==> config.mk <==
export PLATFORM = sky130hd
export DESIGN_NAME = instruction_serializer
export DESIGN_NICKNAME = d
export VERILOG_FILES = /design/src/rtl/instruction_serializer_pkg.sv /design/src/rtl/instr_sync_fifo.sv /design/src/rtl/instruction_serializer.sv
export SDC_FILE = /design/constraint.sdc
export NUM_CORES = 1
export LEC_CHECK = 0
export CORE_MARGIN = 1.5
export CORE_UTILIZATION = 45
export DETAILED_ROUTE_END_ITERATION = 7
export GPL_ROUTABILITY_DRIVEN = 0
export GPL_TIMING_DRIVEN = 0
export PLACE_DENSITY = 0.67
export SLEW_MARGIN = 20
export SYNTH_ARGS = -nofsm -noshare
export SYNTH_HDL_FRONTEND = slang
export SYNTH_SLANG_ARGS = --single-unit
==> constraint.sdc <==
create_clock -name CLK -period 5.8 [get_ports CLK]
set_input_delay 1.16 -clock CLK [delete_from_list [all_inputs] [get_ports CLK]]
set_output_delay 1.16 -clock CLK [all_outputs]
set_load 0.03 [all_outputs]
==> src/rtl/instruction_serializer_pkg.sv <==
// Shared types and field layout for the instruction serializer and its FIFO.
package instruction_serializer_pkg;

  localparam int unsigned OPCODE_W       = 3;
  localparam int unsigned OP1_ADDR_W     = 3;
  localparam int unsigned B0_OPCODE_LSB  = 5;
  localparam int unsigned B0_OPNUM_BIT   = 4;
  localparam int unsigned B0_OP2TYPE_BIT = 3;
  localparam int unsigned B0_OP1ADDR_LSB = 0;
  localparam int unsigned INSTR_W        = 16;

  typedef enum logic [1:0] {
    IDLE    = 2'd0,
    SEND_HI = 2'd1,
    SEND_LO = 2'd2
  } ser_state_e;

  function automatic logic [7:0] pack_byte0(
    input logic [OPCODE_W-1:0]   opcode,
    input logic                  operand_num,
    input logic                  operand_2_type,
    input logic [OP1_ADDR_W-1:0] op1_addr
  );
    logic [7:0] b;
    b = '0;
    b[B0_OPCODE_LSB +: OPCODE_W]     = opcode;
    b[B0_OPNUM_BIT]                  = operand_num;
    b[B0_OP2TYPE_BIT]                = operand_2_type;
    b[B0_OP1ADDR_LSB +: OP1_ADDR_W]  = op1_addr;
    return b;
  endfunction

endpackage

==> src/rtl/instr_sync_fifo.sv <==
// Synchronous FIFO for packed 16-bit instructions; pointers wrap modulo FIFO_DEPTH.
module instr_sync_fifo
  import instruction_serializer_pkg::*;
#(
  parameter int unsigned FIFO_DEPTH = 4
) (
  input  logic                          clk,
  input  logic                          reset,
  input  logic                          push,
  input  logic                          pop,
  input  logic [INSTR_W-1:0]            din,
  output logic [INSTR_W-1:0]            dout,
  output logic                          full,
  output logic                          empty,
  output logic [$clog2(FIFO_DEPTH):0]   count
);

  localparam int unsigned AW = $clog2(FIFO_DEPTH);

  logic [INSTR_W-1:0] mem_q [FIFO_DEPTH];
  logic [INSTR_W-1:0] mem_d [FIFO_DEPTH];
  logic [AW-1:0]      wr_ptr_q, wr_ptr_d;
  logic [AW-1:0]      rd_ptr_q, rd_ptr_d;
  logic [AW:0]        count_q, count_d;
  logic               do_push, do_pop;

  assign full    = (count_q == (AW+1)'(FIFO_DEPTH));
  assign empty   = (count_q == '0);
  assign count   = count_q;
  assign dout    = mem_q[rd_ptr_q];
  // Push is gated on full alone, so a pop cannot free a slot in the same cycle.
  assign do_push = push && !full;
  assign do_pop  = pop && !empty;

  always_comb begin
    mem_d    = mem_q;
    wr_ptr_d = wr_ptr_q;
    rd_ptr_d = rd_ptr_q;
    count_d  = count_q;
    if (do_push) begin
      mem_d[wr_ptr_q] = din;
      wr_ptr_d        = wr_ptr_q + 1'b1;
    end
    if (do_pop) begin
      rd_ptr_d = rd_ptr_q + 1'b1;
    end
    unique case ({do_push, do_pop})
      2'b10:   count_d = count_q + 1'b1;
      2'b01:   count_d = count_q - 1'b1;
      default: count_d = count_q;
    endcase
  end

  always_ff @(posedge clk) begin
    if (reset) begin
      for (int unsigned i = 0; i < FIFO_DEPTH; i++) begin
        mem_q[i] <= '0;
      end
      wr_ptr_q <= '0;
      rd_ptr_q <= '0;
      count_q  <= '0;
    end else begin
      mem_q    <= mem_d;
      wr_ptr_q <= wr_ptr_d;
      rd_ptr_q <= rd_ptr_d;
      count_q  <= count_d;
    end
  end

endmodule

==> src/rtl/instruction_serializer.sv <==
// Buffers instructions and sends each as byte0/byte1 over a valid/ready byte bus.
// Define ISER_SHORT_FORM_EN to send only byte0 for one-operand instructions.
module instruction_serializer
  import instruction_serializer_pkg::*;
#(
  parameter int unsigned FIFO_DEPTH = 4
) (
  input  logic                          CLK,
  input  logic                          RESET,
  input  logic                          In_valid,
  output logic                          In_ready,
  input  logic [OPCODE_W-1:0]           Opcode,
  input  logic                          Operand_num,
  input  logic                          Operand_2_type,
  input  logic [OP1_ADDR_W-1:0]         Operand_1_address,
  input  logic [7:0]                    Operand_2,
  output logic [7:0]                    Data_Bus,
  output logic                          Bus_valid,
  input  logic                          Bus_ready,
  output logic [$clog2(FIFO_DEPTH):0]   Fifo_count,
  output logic                          check
);

  ser_state_e         state_q, state_d;
  logic [INSTR_W-1:0] hold_q, hold_d;
  logic [INSTR_W-1:0] fifo_din, fifo_dout;
  logic               fifo_push, fifo_pop, fifo_full, fifo_empty;
  logic               load_next;
  logic [7:0]         byte1;

`ifdef ISER_SHORT_FORM_EN
  assign byte1 = Operand_2;
`else
  assign byte1 = Operand_num ? Operand_2 : 8'h00;
`endif

  assign fifo_din  = {pack_byte0(Opcode, Operand_num, Operand_2_type, Operand_1_address), byte1};
  assign In_ready  = !fifo_full;
  assign fifo_push = In_valid && In_ready;

  instr_sync_fifo #(
    .FIFO_DEPTH (FIFO_DEPTH)
  ) u_fifo (
    .clk   (CLK),
    .reset (RESET),
    .push  (fifo_push),
    .pop   (fifo_pop),
    .din   (fifo_din),
    .dout  (fifo_dout),
    .full  (fifo_full),
    .empty (fifo_empty),
    .count (Fifo_count)
  );

  always_comb begin
    state_d   = state_q;
    hold_d    = hold_q;
    fifo_pop  = 1'b0;
    load_next = 1'b0;
    unique case (state_q)
      IDLE:    load_next = !fifo_empty;
      SEND_HI: begin
        if (Bus_ready) begin
`ifdef ISER_SHORT_FORM_EN
          if (hold_q[8+B0_OPNUM_BIT]) begin
            state_d = SEND_LO;
          end else begin
            state_d   = IDLE;
            load_next = !fifo_empty;
          end
`else
          state_d = SEND_LO;
`endif
        end
      end
      SEND_LO: begin
        if (Bus_ready) begin
          state_d   = IDLE;
          load_next = !fifo_empty;
        end
      end
      default: state_d = IDLE;
    endcase
    // Loading straight from a completed handshake avoids an idle bubble.
    if (load_next) begin
      fifo_pop = 1'b1;
      hold_d   = fifo_dout;
      state_d  = SEND_HI;
    end
  end

  always_comb begin
    Data_Bus  = 8'h00;
    Bus_valid = 1'b0;
    unique case (state_q)
      SEND_HI: begin
        Data_Bus  = hold_q[15:8];
        Bus_valid = 1'b1;
      end
      SEND_LO: begin
        Data_Bus  = hold_q[7:0];
        Bus_valid = 1'b1;
      end
      default: begin
        Data_Bus  = 8'h00;
        Bus_valid = 1'b0;
      end
    endcase
  end

  assign check = (state_q != IDLE);

  always_ff @(posedge CLK) begin
    if (RESET) begin
      state_q <= IDLE;
      hold_q  <= '0;
    end else begin
      state_q <= state_d;
      hold_q  <= hold_d;
    end
  end

endmodule

==> results_dict.tcl <==
set metrics [dict create \
    via_per_inst 5.39 \
    synth_area_per_cell_sq_um 10.2 \
    required_ps 4640 \
    arrival_ps 2200 \
    critPathSlowestCell "clkdlybuf4s50_1" \
    gr-total-overflow 0 \
    slew_headroom_pct 45.1 \
    hold_path.class "register to register" \
    mostFrequentLayoutCells "89 x dfxtp_1, 74 x nand2_1, 64 x mux2i_1" \
    start_util_pct 46.9 \
    io_buffers 30 \
    drive_above_1_share_pct 11.1 \
    wl_per_cell_um 16.5 \
    end_kind "output port" \
    multi_input_area_sq_um 2070 \
    syn2layout_area_growth_pct 15.8 \
    register_area_sq_um 1780 \
    tns_ps 0 \
    rsz0062_at_grt "no" \
    synth_nets 432 \
    clockRootBuffer "clkbuf_8" \
    hold_viol_final 0 \
    yosys_warnings 0 \
    cp-start-kind "register" \
    path_max_fanout 10 \
    fin_crit_ps 3360 \
    vias 3004 \
    fp.dieH_um 98.8 \
    cts.clk_slew.worst_paths_ps 90 \
    die_area_sq_um 9760 \
    powerDensity_nw_per_um2 360 \
    path_cells "inv_1, ha_1, clkbuf_1, a22oi_1, nor2b_1, clkdlybuf4s50_1" \
    cts_resized 0 \
    reg2reg_slack_ps 3180 \
    cts.sinks 89 \
    reg2reg_depth 12 \
    ys_seq_elements 89 \
    grt_max_degree 16 \
    drc 2 \
    worst-setup-path-type "register to output port" \
    violations "DRC" \
    postLayoutSetupSlackWorst_ps 2440 \
    netlist.area_leader.share_pct 43.1 \
    synth_largest_area_cell "dfxtp_1" \
    pin_count 34 \
    finalSetupViolCount 0 \
    post-route-period-util_pct 58.0 \
    clock_path_buffers 2 \
    place_ws_ps 2130 \
    antenna_found_initial 0 \
    holdPathStages 2 \
    post_cts_buffers 0 \
    syn-cell-area_sq_um 4130 \
    tightest_slew_ps 818 \
    status "finished with violations" \
    ctsHoldBuffers 0 \
    peakVddDrop_mv 0.162 \
    skew_ps 12.3 \
    coreArea_sq_um 8810 \
    drv_cap 0 \
    cts_tree "built" \
    async_reset_ff_share_pct 0 \
    report.final.slew_viol_count 0 \
    synthDistinctLibCells 36 \
    cts_buffers 9 \
    antenna_cells 0 \
    synth-edff-count 0 \
    crit_path_max_incr_delay_ps 680 \
    timing.fmax_ghz 0.297 \
    insertion_delay_ps 350 \
    drtIter0Drc 122 \
    grt_use_total_pct 19.7 \
    ys.flop_type "dfxtp_1" \
    grt_pass1_wl_um 15000 \
    drtAntennaViolNets 0 \
    wl_um 9160 \
    fill_cells 778 \
    yosysSeqAreaShare_pct 43.1 \
    p_leak_uw 0.00205 \
    synth_area_leaders "dfxtp_1 43%, mux2i_1 16%, nand2_1 6.7%" \
    syn-instance-count 403 \
    grt_pass1_vias 3024 \
    detailed_place_hpwl_um 6490 \
    rows 34 \
    fin_nets 473 \
    final_common_cell "dfxtp_1" \
    cts_max_level 3 \
    dr.pass1.iters 6 \
    die_w_um 98.8 \
]
## routing by layer
| layer | vias up | wire length, um | GRT usage (%) |
|---|---|---|---|
| met5 | - | 0 | 0 |
| met4 | 0 | 112 | 6.59 |
| met3 | 10 | 313 | 3.05 |
| met2 | 59 | 4400 | 32.9 |
| met1 | 1435 | 4340 | 26.3 |
| li1 | 1500 | - | - |
## registers in the layout, summed over array words and instances, names as in the netlist
signal / flops
u_fifo.mem_q: 64
hold_q: 16
u_fifo.count: 3
state_q: 2
u_fifo.rd_ptr_q: 2
u_fifo.wr_ptr_q: 2
## kinds of logic after synthesis
logic type | after synthesis | share of synthesized area, %
simple gates | 123 | 14.0
flops | 89 | 43.1
mux | 80 | 24.9
compound gates | 58 | 8.06
buf+inv | 42 | 6.63
fa+ha+maj | 9 | 2.91
xor+xnor | 2 | 0.424
## layout make-up
| cell class | count | share of cell area [%] |
|---|---|---|
| Buffer | 31 | 4.86 |
| Clock buffer | 10 | 2.67 |
| Clock inverter | 6 | 1.91 |
| Inverter | 11 | 0.863 |
| Multi-Input combinational cell | 272 | 43.4 |
| Sequential cell | 89 | 37.2 |
| Tap cell | 108 | 2.82 |
| Timing Repair Buffer | 30 | 6.28 |
## cell usage after synthesis, types with 2 or more instances
cell and n:
dfxtp_1 89, nand2_1 74, mux2i_1 64, nand3_1 28
a21oi_1 23, o21ai_0 20, clkbuf_1 12, inv_1 10
mux4_2 9, a22oi_1 8, ha_1 8, nor2b_1 8
mux4_1 7, buf_2 6, clkbuf_8 4, nor2_1 4
a21o_1 3, buf_4 3, nand3_4 3, buf_12 2
or3_2 2, xor2_1 2
## path summary, 6_finish.rpt
kind	endpoint	startpoint
max	Data_Bus[2]	state_q[1]$_SDFFE_PP0P_
min	u_fifo.mem_q[41]$_SDFFE_PP0P_	u_fifo.mem_q[41]$_SDFFE_PP0P_
max reg2reg	u_fifo.count[2]$_SDFFE_PP0P_	state_q[0]$_SDFFE_PP0P_
min reg2reg	u_fifo.mem_q[41]$_SDFFE_PP0P_	u_fifo.mem_q[41]$_SDFFE_PP0P_
## power breakdown
group | total (uW) | internal [uW] | switching [uW]
clock | 466 | 245 | 221
combinational | 559 | 236 | 323
sequential | 699 | 664 | 35.8
## per-stage QoR
stage | power (uW) | cells | hold WS, ps | cell area (sq um) | utilization, %
final | 1720 | 557 | 460 | 4780 | 54.3
after CTS | 1740 | 557 | 463 | 4780 | 54.3
after global routing | 1820 | 557 | 480 | 4780 | 54.3
after detailed placement | 1270 | 541 | 450 | 4570 | 51.8
after global placement | 1260 | 541 | 440 | 4570 | 51.8
after floorplan | 1120 | 403 | 430 | 4130 | -
## worst max-delay path: cells and delay by family, from the launching register on
kind                       cells  cell delay, ps
AOI/OAI and AO/OA              1             160
DFF                            1             330
and+or+nand+nor                1             140
adders and majority gates      1             140
buffers and inverters          3            1070
(Power assumes the default switching activity.)
